`config.mk`:
```
export PLATFORM = sky130hd
export DESIGN_NAME = count_seq_ctrl
export DESIGN_NICKNAME = d
export VERILOG_FILES = /design/src/rtl/count_seq_ctrl_pkg.sv /design/src/rtl/univ_bin_counter.sv /design/src/rtl/count_seq_ctrl.sv
export SDC_FILE = /design/constraint.sdc
export NUM_CORES = 1
export LEC_CHECK = 0
export BUFFER_PORTS_ARGS = -buffer_cell sky130_fd_sc_hd__buf_4
export CORE_MARGIN = 3
export CORE_UTILIZATION = 55
export CTS_CLUSTER_SIZE = 12
export DETAILED_ROUTE_END_ITERATION = 10
export GPL_ROUTABILITY_DRIVEN = 0
export PLACE_DENSITY_LB_ADDON = 0.2
export SETUP_SLACK_MARGIN = 0.02
export SLEW_MARGIN = 5
export SYNTH_ARGS = -nofsm -noshare
export SYNTH_HDL_FRONTEND = slang
export SYNTH_SLANG_ARGS = --single-unit
```
`constraint.sdc`:
```
create_clock -name clk -period 3.2 [get_ports clk]
set_clock_uncertainty 0.1 [all_clocks]
set_input_delay 0.48 -clock clk [delete_from_list [all_inputs] [get_ports clk]]
set_output_delay 0.48 -clock clk [all_outputs]
set_load 0.1 [all_outputs]
```
`src/rtl/count_seq_ctrl_pkg.sv`:
```
// count_seq_ctrl_pkg: state encoding and prescaler width helpers for count_seq_ctrl
package count_seq_ctrl_pkg;
  typedef enum logic [1:0] {IDLE = 2'd0, RUN = 2'd1, DONE = 2'd2} state_t;
  function automatic int clog2(input int v);
    int r = 0;
    while ((1 << r) < v) r++;
    return r;
  endfunction
  function automatic int presc_w(input int p);
    return clog2(p + 1) > 1 ? clog2(p + 1) : 1;
  endfunction
endpackage

```
`src/rtl/univ_bin_counter.sv`:
```
// univ_bin_counter: N-bit up/down counter with sync clear, parallel load and enable
module univ_bin_counter #(
  parameter int N = 11
) (
  input  logic         clk,
  input  logic         reset,
  input  logic         syn_clr,
  input  logic         load,
  input  logic         en,
  input  logic         up,
  input  logic [N-1:0] d,
  output logic [N-1:0] q
);
  always_ff @(posedge clk or posedge reset)
    if (reset) q <= '0;
    else if (syn_clr) q <= '0;
    else if (load) q <= d;
    else if (en) q <= up ? q + 1'b1 : q - 1'b1;
endmodule

```
`src/rtl/count_seq_ctrl.sv`:
```
// count_seq_ctrl: runs load/step/terminate count jobs on a univ_bin_counter with prescaling, pause and abort
module count_seq_ctrl
  import count_seq_ctrl_pkg::*;
#(
  parameter int N     = 11,
  parameter int PRESC = 0
) (
  input  logic         clk,
  input  logic         reset,
  input  logic         start,
  input  logic [N-1:0] start_val,
  input  logic [N-1:0] end_val,
  input  logic         dir_up,
  input  logic         pause,
  input  logic         abort,
  output logic [N-1:0] q,
  output logic         busy,
  output logic         done,
  output logic         aborted
);
  localparam int PW = presc_w(PRESC);
  localparam logic [PW-1:0] PMAX = PW'(PRESC);
  state_t state;
  logic [PW-1:0] presc_cnt;
  logic [N-1:0] end_lat, nxt;
  logic dir_lat, step, load, en;
  assign step = state == RUN && presc_cnt == PMAX && !pause;
  assign load = state == IDLE && start && !abort;
  assign en   = step && !abort;
  assign nxt  = dir_lat ? q + 1'b1 : q - 1'b1;
  assign busy = state != IDLE;
  univ_bin_counter #(.N(N)) u_cnt (
    .clk(clk), .reset(reset), .syn_clr(abort), .load(load), .en(en),
    .up(dir_lat), .d(start_val), .q(q)
  );
  // terminal detection looks at the value the pending step will produce, so done lines up with q==end
  always_ff @(posedge clk or posedge reset)
    if (reset) begin
      state     <= IDLE;
      presc_cnt <= '0;
      end_lat   <= '0;
      dir_lat   <= 1'b0;
      done      <= 1'b0;
      aborted   <= 1'b0;
    end else begin
      done    <= 1'b0;
      aborted <= 1'b0;
      if (abort) begin
        state   <= IDLE;
        aborted <= state != IDLE;
      end else
        case (state)
          IDLE: if (start) begin
            end_lat   <= end_val;
            dir_lat   <= dir_up;
            presc_cnt <= '0;
            state     <= start_val == end_val ? DONE : RUN;
            done      <= start_val == end_val;
          end
          RUN: if (!pause) begin
            presc_cnt <= presc_cnt == PMAX ? '0 : presc_cnt + 1'b1;
            if (step && nxt == end_lat) begin
              state <= DONE;
              done  <= 1'b1;
            end
          end
          default: state <= IDLE;
        endcase
    end
endmodule

```
After elaboration in Yosys (flattened, before gate mapping). Index checks and enable logic that the tools add are counted.

Logic and storage cells: 55. Bits of input ports: 28. Register bits: 28. Output and inout port bits: 14.

Bitwise gates (word level): 2. Reduce and logical (&&, ||, !) cells: 15. Eq/ne operators: 8. $add $sub $neg: 3. Mux-type cells: 20.

Operators by type and width (count): 11-bit 2-to-1 mux (4); 11-bit equality test (2); 11-bit by 1-bit adder with 11-bit output, second input constant (1); 11-bit by 1-bit subtractor with 11-bit output, second input constant (1); 2-bit 2-to-1 mux (5); 1-bit 2-to-1 mux (8); 1-bit logical AND (6); 3-bit != test, second input constant (2); 3-bit AND reduction (2); 2-bit != test, second input constant (2); 1-bit case mux with 2 select lines (2); 2-bit case mux with 2 select lines (1); 4-bit AND reduction (1); 2-bit nonzero test (2); 3-bit by 2-bit != test with 1-bit output, second input constant (1); 3-bit nonzero test (1); 2-bit by 1-bit equality test with 1-bit output, second input constant (1); 1-bit logical NOT (2); 2-bit logical NOT (1); 1-bit inverter (2); 1-bit adder, second input constant (1).

Depth between registers and ports, before layout. Gate-level depths: netlist of run 1.

Depth after elaboration: 8. Mapped depth: 10. Gate-level depth less buffers: 9.

By module. Synthesis of run 1 repeated with hierarchy kept, for this count alone.

Cells, all modules: 252. Area total of the unflattened synthesis: 2347.3 µm².

Modules (own cells, without submodules): count_seq_ctrl (cells an instance 128, area an instance 1321.3 µm², times used 1); univ_bin_counter (cells an instance 124, area an instance 1026.0 µm², times used 1).

Least setup slack after synthesis of run 1. No wires, ideal clock.

Kind: register -> register. Start: reg u_cnt.q[0]. End: reg state[0]. Stages on the path, launching flop included: 9. Setup time: 0.136 ns. Arrival time: 3.053 ns. Setup slack: -0.089 ns. Period minus slack after synthesis: 3.289 ns. Path buffers: 0. Data required time: 2.964 ns. Cell sequence: dfrtp_1 fa_1 xor2_1 nor4b_1 o311ai_1 a2111oi_4 nand3_2 a2111oi_4 a31oi_1.

Cells in the longest elaborated chain, start to end: 6.

RTL lines: start, declared (RTL line univ_bin_counter.sv:12) `output logic [N-1:0] q`; start signal, assigned (RTL line univ_bin_counter.sv:18) `else if (en) q <= up ? q + 1'b1 : q - 1'b1;`; 11-bit by 1-bit subtractor with 11-bit output or 11-bit by 1-bit adder with 11-bit output (tied branches) (RTL line count_seq_ctrl.sv:30) `assign nxt = dir_lat ? q + 1'b1 : q - 1'b1;`; 11-bit 2-to-1 mux * (RTL line count_seq_ctrl.sv:30); 11-bit equality test * (RTL line count_seq_ctrl.sv:62) `if (step && nxt == end_lat) begin`; 1-bit logical AND * (RTL line count_seq_ctrl.sv:62); 3-bit by 2-bit != test with 1-bit output (no source line) *; 3-bit AND reduction (no source line) *; end signal, assigned (RTL line count_seq_ctrl.sv:57) `state <= start_val == end_val ? DONE : RUN;`; end, declared (RTL line count_seq_ctrl.sv:23) `state_t state;`.

Mark *: on every way between the ends. The rest lies on a longest branch, timed or not. A chain may end at the register's enable or synchronous reset.

Worst setup path in the final report of run 1.
Start: reg dir_lat. End: reg state[1].

Cells in the longest elaborated chain, start to end: 5.

RTL lines: start, declared (RTL line count_seq_ctrl.sv:26) `logic dir_lat, step, load, en;`; start signal, assigned (RTL line count_seq_ctrl.sv:55) `dir_lat <= dir_up;`; 11-bit 2-to-1 mux (RTL line count_seq_ctrl.sv:30); 11-bit equality test (RTL line count_seq_ctrl.sv:62); 1-bit logical AND (RTL line count_seq_ctrl.sv:62); 3-bit by 2-bit != test with 1-bit output (no source line); 3-bit AND reduction (no source line).

No other way between the ends.

==> impl_metrics.sql, run 1 <==
INSERT INTO impl_metrics (metric_group, metric, value, unit) VALUES
('critical_path', 'worstSetupStartpointType', 'register', ''),
('hold_path', 'hold_end', 'end_lat[9]', ''),
('pwr', 'vdd_ir_drop_max', '465.8', 'µV'),
('synth', 'netlist_instances', '216', ''),
('timing', 'setup-tns-final', '0', 'ns'),
('clock_network', 'clock_sinks', '27', ''),
('placed_design', 'dpl-instance-area', '2376', 'µm²'),
('synth', 'synth.ff_latch_count', '27', ''),
('global_route', 'grt_first_pass_wirelength', '8.217', 'mm'),
('global_route', 'grt_pass1_vias', '1676', ''),
('synth', 'synth.yosys.seq_area_share', '0.3249', ''),
('placed_design', 'dp_worst_setup_slack', '0.1493', 'ns'),
('run', 'maxCapViolations', '0', ''),
('hold_path', 'hold_path.startpoint', 'end_val[9]', ''),
('layout', 'most-common-layout-cells', '44 x sky130_fd_sc_hd__buf_4, 22 x sky130_fd_sc_hd__dfrtp_1, 20 x sky130_fd_sc_hd__nand2_1, 20 x sky130_fd_sc_hd__xor2_1, 17 x sky130_fd_sc_hd__nor2_1', ''),
('layout', 'final_layout_size_suffix_gt1_frac', '0.2852', ''),
('route', 'route.top_layer_used', 'met4', ''),
('route', 'met2_wirelength', '2.375', 'mm'),
('route', 'drt.antenna.violating_nets', '0', ''),
('critical_path', 'arrival_time_of_the_worst_setup_path', '3.14', 'ns'),
('critical_path', 'cp_max_fo', '5', ''),
('layout', 'fin_cells', '302', ''),
('clock_network', 'insertion_delay', '0.28', 'ns'),
('critical_path', 'cp_data_required_time', '3.32', 'ns'),
('layout', 'area_growth', '18.35', '%'),
('layout', 'utilization', '0.7043', ''),
('route', 'drt_first_pass_iters', '4', ''),
('synth', 'synth-async-reset-ratio', '1.000', ''),
('synth', 'syn-num-nets', '254', ''),
('layout', 'layout_commonest_cell', 'sky130_fd_sc_hd__buf_4', ''),
('global_route', 'antenna_found_initial', '0', ''),
('timing', 'period_needed', '3.021', 'ns'),
('outcome', 'outcome', 'complete, no violations', ''),
('synth', 'yosys_most_used_dff', 'sky130_fd_sc_hd__dfrtp_1', ''),
('timing', 'timing.slew.headroom', '0.2365', ''),
('clock_network', 'clock_path_buffers', '2', ''),
('floorplan', 'die_w', '67.49', 'µm'),
('critical_path', 'timing.critical_path.to_type', 'register', ''),
('layout', 'nNetsFinal', '295', ''),
('layout', 'multiInputGateArea', '1319', 'µm²'),
('layout', 'filler_cell_count', '278', ''),
('pwr', 'leakage', '1.115', 'nW'),
('timing', 'worst_slew_pin_slew', '1.141', 'ns'),
('clock_network', 'ctsHtreeMaxLevel', '1', ''),
('layout', 'sequential_cell_area', '681.9', 'µm²'),
('clock_network', 'cts_tree', 'yes', ''),
('route', 'initialDrtViolationCount', '158', ''),
('hold_path', 'worst_hold_path_type', 'input pin to register', ''),
('global_route', 'grt_max_degree', '28', ''),
('floorplan', 'placeableCoreArea', '3495', 'µm²'),
('clock_network', 'clk_transition_reported_paths', '0.09', 'ns'),
('hold_path', 'min_path_cells', '2', ''),
('pwr', 'power_density', '919.3', 'nW/µm²'),
('placed_design', 'dpl.cell_count', '294', ''),
('clock_network', 'ctsRootBufferMaster', 'sky130_fd_sc_hd__clkbuf_8', ''),
('floorplan', 'die_area', '4555', 'µm²'),
('synth', 'fraction_of_post_synthesis_cell_area_in_the_top_cell_type_by_area', '0.3249', ''),
('clock_network', 'postCtsHoldBufs', '0', ''),
('timing', 'hold_violations', '0', ''),
('timing', 'maxClockFrequency', '331.1', 'MHz'),
('global_route', 'overflow', '0', ''),
('floorplan', 'io_pins', '42', ''),
('synth', 'mappedNetlistArea', '2079', 'µm²'),
('placed_design', 'detailed_place_hpwl', '3.847', 'mm'),
('timing', 'setup_repair_after_global_routing_missed_its_margin', 'false', ''),
('route', 'detailroute.via_count', '1837', ''),
('timing', 'slew_violations', '0', ''),
('critical_path', 'critPathLaunch', 'dir_lat', ''),
('critical_path', 'timing.rr.start', 'dir_lat', ''),
('route', 'wl_met3', '305', 'µm'),
('critical_path', 'r2r_end', 'state[1]', '');
## cell families after synthesis
logic type | share of synthesized area
compound gates | 0.2148
xor+xnor | 0.1306
fa+ha+maj | 0.06378
buf+inv | 0.04453
flops | 0.3249
mux | 0.07160
simple gates | 0.1498
## layout make-up
class | count | area share
inverter | 5 | 0.009151
timing repair buffer | 44 | 0.1342
clock buffer | 4 | 0.01830
sequential | 27 | 0.2771
multi-input combinational | 175 | 0.5358
tap | 46 | 0.02339
timing repair inverter | 1 | 0.002034
## report_power, final
group          switching, mW  leakage, nW  total [mW]  internal [mW]
clock network          0.110       0.0228       0.199         0.0895
logic                   1.00        0.760        1.56          0.556
registers             0.0836        0.332       0.503          0.419
total                   1.20         1.11        2.26           1.06
## registers in the layout (all words and copies together) (netlist names)
register,count
done,1
state,2
end_lat,11
dir_lat,1
aborted,1
u_cnt.q,11
## stage by stage
stage | hold slack, ns | total power [mW]
2_1_floorplan | 0.3999 | 1.746
3_3_place_gp | 0.4104 | 2.005
3_5_place_dp | 0.4153 | 2.004
4_1_cts | 0.3453 | 2.211
5_1_grt | 0.3462 | 2.402
6_report | 0.3465 | 2.262
## critical path: stages, from the launching register on
cell and delay (ns):
sky130_fd_sc_hd__dfrtp_2 0.44, sky130_fd_sc_hd__clkinvlp_4 0.18, sky130_fd_sc_hd__ha_1 0.38, sky130_fd_sc_hd__xnor2_1 0.32, sky130_fd_sc_hd__mux2_4 0.34, sky130_fd_sc_hd__a221o_1 0.31, sky130_fd_sc_hd__a2111oi_4 0.21, sky130_fd_sc_hd__nand3_2 0.12
sky130_fd_sc_hd__a2111oi_4 0.37, sky130_fd_sc_hd__a2bb2o_1 0.20
## per-layer routing
metal / track usage / vias up
met3: 0.02829 / 9
met5: 0 / -
li1: - / 876
met2: 0.3633 / 72
met4: 0.06329 / 0
met1: 0.3695 / 880
## timing repair
item	4_1_cts	5_1_grt
endpoints found under the setup margin	0	3
buffers inserted	0	3
resized for setup	0	4
## cells in the mapped netlist (4+ instances only)
cell                        n
sky130_fd_sc_hd__clkbuf_8   4
sky130_fd_sc_hd__nand3_1    5
sky130_fd_sc_hd__dfrtp_1   27
sky130_fd_sc_hd__a21oi_1    9
sky130_fd_sc_hd__a211oi_1   4
sky130_fd_sc_hd__nor2_1    17
sky130_fd_sc_hd__xor2_1    20
sky130_fd_sc_hd__nand2_1   20
sky130_fd_sc_hd__ha_1       9
sky130_fd_sc_hd__xnor2_1   11
sky130_fd_sc_hd__a21o_1     5
sky130_fd_sc_hd__clkbuf_1   5
sky130_fd_sc_hd__inv_1      5
sky130_fd_sc_hd__a22o_1     8
sky130_fd_sc_hd__o21ai_0   10
sky130_fd_sc_hd__mux2_2    11
## worst max path at each step
stage               end  depth (start not counted)  slack (ns)
6_report       state[1]                          9        0.18
5_1_grt        state[0]                          9        0.03
4_1_cts            done                          9        0.11
3_5_place_dp   state[0]                          9        0.15
3_3_place_gp   state[0]                          9        0.20
2_1_floorplan      done                          8        0.20
Power figures use the tool's default switching activity.
==> run 2, diff against run 1 <==
--- a/config.mk
+++ b/config.mk
@@ -11,9 +11,10 @@
 export CTS_CLUSTER_SIZE = 12
 export DETAILED_ROUTE_END_ITERATION = 10
 export GPL_ROUTABILITY_DRIVEN = 0
-export PLACE_DENSITY_LB_ADDON = 0.2
+export PLACE_DENSITY = 0.82
 export SETUP_SLACK_MARGIN = 0.02
 export SLEW_MARGIN = 5
 export SYNTH_ARGS = -nofsm -noshare
 export SYNTH_HDL_FRONTEND = slang
 export SYNTH_SLANG_ARGS = --single-unit
+export TNS_END_PERCENT = 1
==> impl_metrics.sql, run 2 (same netlist as run 1, synthesis figures left out) <==
INSERT INTO impl_metrics (metric_group, metric, value, unit) VALUES
('outcome', 'outcome', 'complete, no violations', ''),
('floorplan', 'die_area', '4555', 'µm²'),
('critical_path', 'timing.rr.start', 'dir_lat', ''),
('timing', 'timing.slew.headroom', '0.2681', ''),
('critical_path', 'worstSetupStartpointType', 'register', ''),
('timing', 'final.period_utilization', '0.9291', ''),
('critical_path', 'cell_family_with_most_cp_delay', 'compound AO/OA/AOI/OAI gates', ''),
('route', 'initialDrtViolationCount', '110', ''),
('route', 'routed_wire_length_per_instance', '17.82', 'µm'),
('layout', 'fin_cells', '300', ''),
('global_route', 'grt_max_degree', '28', ''),
('critical_path', 'crit_top_cell', 'sky130_fd_sc_hd__a2111oi_4', ''),
('clock_network', 'ctsRootBufferMaster', 'sky130_fd_sc_hd__clkbuf_8', ''),
('layout', 'most-common-layout-cells', '43 x sky130_fd_sc_hd__buf_4, 23 x sky130_fd_sc_hd__dfrtp_1, 20 x sky130_fd_sc_hd__nand2_1, 20 x sky130_fd_sc_hd__xor2_1, 17 x sky130_fd_sc_hd__nor2_1', ''),
('critical_path', 'register_to_register_setup_slack', '0.23', 'ns'),
('placed_design', 'numPortBuffers', '41', ''),
('clock_network', 'insertion_delay', '0.28', 'ns'),
('timing', 'period_needed', '2.973', 'ns'),
('critical_path', 'timing.setup.critical_path_class', 'register to register', ''),
('pwr', 'vdd_ir_drop_max', '497.2', 'µV'),
('critical_path', 'critPathBufInv', '2', ''),
('clock_network', 'ctsHtreeMaxLevel', '1', ''),
('floorplan', 'initial_core_util', '0.5951', ''),
('timing', 'setup_viol', '0', ''),
('route', 'detailroute.via_count', '1825', ''),
('clock_network', 'clk_transition_reported_paths', '0.10', 'ns'),
('placed_design', 'detailed_place_hpwl', '4.056', 'mm'),
('run', 'maxCapViolations', '0', ''),
('floorplan', 'std_cell_rows', '21', ''),
('critical_path', 'cp_data_required_time', '3.33', 'ns'),
('layout', 'antennaDiodeCount', '0', ''),
('route', 'post-route-drc-count', '0', ''),
('hold_path', 'worst_hold_path_type', 'input pin to register', ''),
('layout', 'largestRegisters', 'end_lat (11), u_cnt.q (11), state (2)', ''),
('route', 'finalWirelength', '5.347', 'mm'),
('timing', 'maxClockFrequency', '336.3', 'MHz'),
('hold_path', 'hold_path.startpoint', 'dir_up', ''),
('timing', 'worst_slew_pin_slew', '1.094', 'ns'),
('layout', 'nNetsFinal', '293', ''),
('timing', 'setup-tns-final', '0', 'ns'),
('global_route', 'antenna_found_initial', '0', ''),
('layout', 'filler_cell_count', '294', ''),
('pwr', 'power.internal', '1.058', 'mW'),
('timing', 'setup_repair_after_global_routing_missed_its_margin', 'false', ''),
('clock_network', 'cts_buffer_count', '3', ''),
('global_route', 'grt_first_pass_wirelength', '8.769', 'mm'),
('timing', 'slew_violations', '0', ''),
('critical_path', 'cp_max_fo', '7', ''),
('timing', 'hold_violations', '0', ''),
('hold_path', 'min_path_cells', '3', ''),
('critical_path', 'r2r_end', 'done', ''),
('critical_path', 'arrival_time_of_the_worst_setup_path', '3.10', 'ns'),
('route', 'avgViaCountPerCell', '6.083', ''),
('hold_path', 'hold_end', 'dir_lat', ''),
('floorplan', 'io_pins', '42', ''),
('critical_path', 'number_of_cells_on_the_worst_reg_to_reg_path', '10', ''),
('pwr', 'power.switching_fraction', '0.5305', ''),
('critical_path', 'critical_path_top_delay_cell', 'sky130_fd_sc_hd__fa_1', ''),
('layout', 'final_layout_size_suffix_gt1_frac', '0.2717', ''),
('critical_path', 'worst_path_largest_cell_delay', '0.47', 'ns'),
('clock_network', 'cts_tree', 'yes', ''),
('global_route', 'grt.total_usage', '0.2583', ''),
('pwr', 'leakage', '1.116', 'nW'),
('layout', 'layout_commonest_cell', 'sky130_fd_sc_hd__buf_4', ''),
('clock_network', 'postCtsHoldBufs', '0', ''),
('critical_path', 'timing.critical_path.cells', 'inv_1 -> buf_4 -> fa_1 -> xor2_1 -> nor4b_1 -> o311ai_1 -> a2111oi_4 -> nand3_2 -> a2111oi_4 -> a2bb2o_1', ''),
('route', 'drt_first_pass_iters', '5', ''),
('pwr', 'power_density', '921.7', 'nW/µm²'),
('pwr', 'comb_power_share', '0.687', ''),
('route', 'drt.antenna.violating_nets', '0', ''),
('critical_path', 'timing.critical_path.to_type', 'register', ''),
('layout', 'area_growth', '17.57', '%'),
('floorplan', 'die-height', '67.49', 'µm'),
('global_route', 'grt_pass1_vias', '1803', ''),
('pwr', 'pwr-share-seq', '0.220', ''),
('global_route', 'overflow', '0', ''),
('pwr', 'pwr-share-clk', '0.093', ''),
('pwr', 'total_switching_power', '1.195', 'mW'),
('clock_network', 'clock_path_buffers', '2', ''),
('floorplan', 'placeableCoreArea', '3495', 'µm²'),
('layout', 'utilization', '0.6996', ''),
('clock_network', 'post_cts.repair.setup_buffers', '0', ''),
('floorplan', 'die_w', '67.49', 'µm'),
('clock_network', 'clock_sinks', '27', ''),
('placed_design', 'dpl.cell_count', '296', '');
run 2: cell types whose count changed in the layout (fill, tap and decap cells not counted):
| cell | before | now |
|---|---|---|
| sky130_fd_sc_hd__buf_4 | 44 | 43 |
| sky130_fd_sc_hd__ha_2 | 1 | 0 |
| sky130_fd_sc_hd__clkbuf_1 | 1 | 0 |
| sky130_fd_sc_hd__dfrtp_1 | 22 | 23 |
| sky130_fd_sc_hd__inv_1 | 4 | 5 |
| sky130_fd_sc_hd__dfrtp_2 | 5 | 4 |
| sky130_fd_sc_hd__clkinvlp_2 | 1 | 0 |
| sky130_fd_sc_hd__ha_1 | 8 | 9 |
run 2: area by class of cell:
type,count,area (µm²),area share
well taps,46,57.56,0.02354
flip-flops and latches,27,680.7,0.2784
clock buffers,3,41.29,0.01689
inverters,5,18.77,0.007677
multi-input cells,175,1316,0.5384
clock inverters,1,7.507,0.003071
repair buffers,43,322.8,0.1320
run 2: what timing repair did:
action	4_1_cts	5_1_grt
endpoints found under the setup margin	0	3
endpoints found under the hold margin	0	0
gates resized for setup	0	1
run 2: stage by stage:
| step | power [mW] | hold slack, ns | setup slack [ns] | instance area (µm²) |
|---|---|---|---|---|
| finish | 2.253 | 0.3254 | 0.2268 | 2445 |
| global route | 2.402 | 0.3233 | 0.05739 | 2445 |
| CTS | 2.233 | 0.3329 | 0.1082 | 2440 |
| detailed placement | 2.016 | 0.4085 | 0.1752 | 2391 |
| global placement | 2.001 | 0.4115 | 0.2748 | 2391 |
| floorplan | 1.746 | 0.3999 | 0.1985 | 2085 |
run 2: routing by layer:
| metal | vias to the layer above | part of all wire | GRT usage | wire (µm) |
|---|---|---|---|---|
| met5 | - | 0 | 0 | 0 |
| met2 | 81 | 0.48 | 0.4095 | 2558 |
| met4 | 0 | 0.023 | 0.08354 | 125 |
| li1 | 861 | - | - | - |
| met3 | 15 | 0.074 | 0.03827 | 396 |
| met1 | 868 | 0.42 | 0.3597 | 2267 |
run 2: how the worst max path moves through the flow:
stage,from,cells after the start,slack (ns),end
6_report,dir_lat,10,0.23,done
5_1_grt,dir_lat,10,0.06,done
4_1_cts,dir_lat,10,0.11,done
3_5_place_dp,dir_lat,10,0.18,state[0]
3_3_place_gp,dir_lat,10,0.27,state[0]
2_1_floorplan,u_cnt.q[7],8,0.20,done
run 2: tightest hold or removal path: stages:
cell	delay, ns
sky130_fd_sc_hd__buf_4	0.07
sky130_fd_sc_hd__nand2_1	0.05
sky130_fd_sc_hd__o21ai_0	0.07
run 2: power groups by stage:
stage / registers [mW] / clock network (mW) / logic [mW]
after global routing: 0.506 / 0.224 / 1.67
after global placement: 0.502 / 0 / 1.50
after detailed placement: 0.503 / 0 / 1.51
after CTS: 0.496 / 0.210 / 1.53
final: 0.496 / 0.209 / 1.55
after floorplan: 0.818 / 0 / 0.928
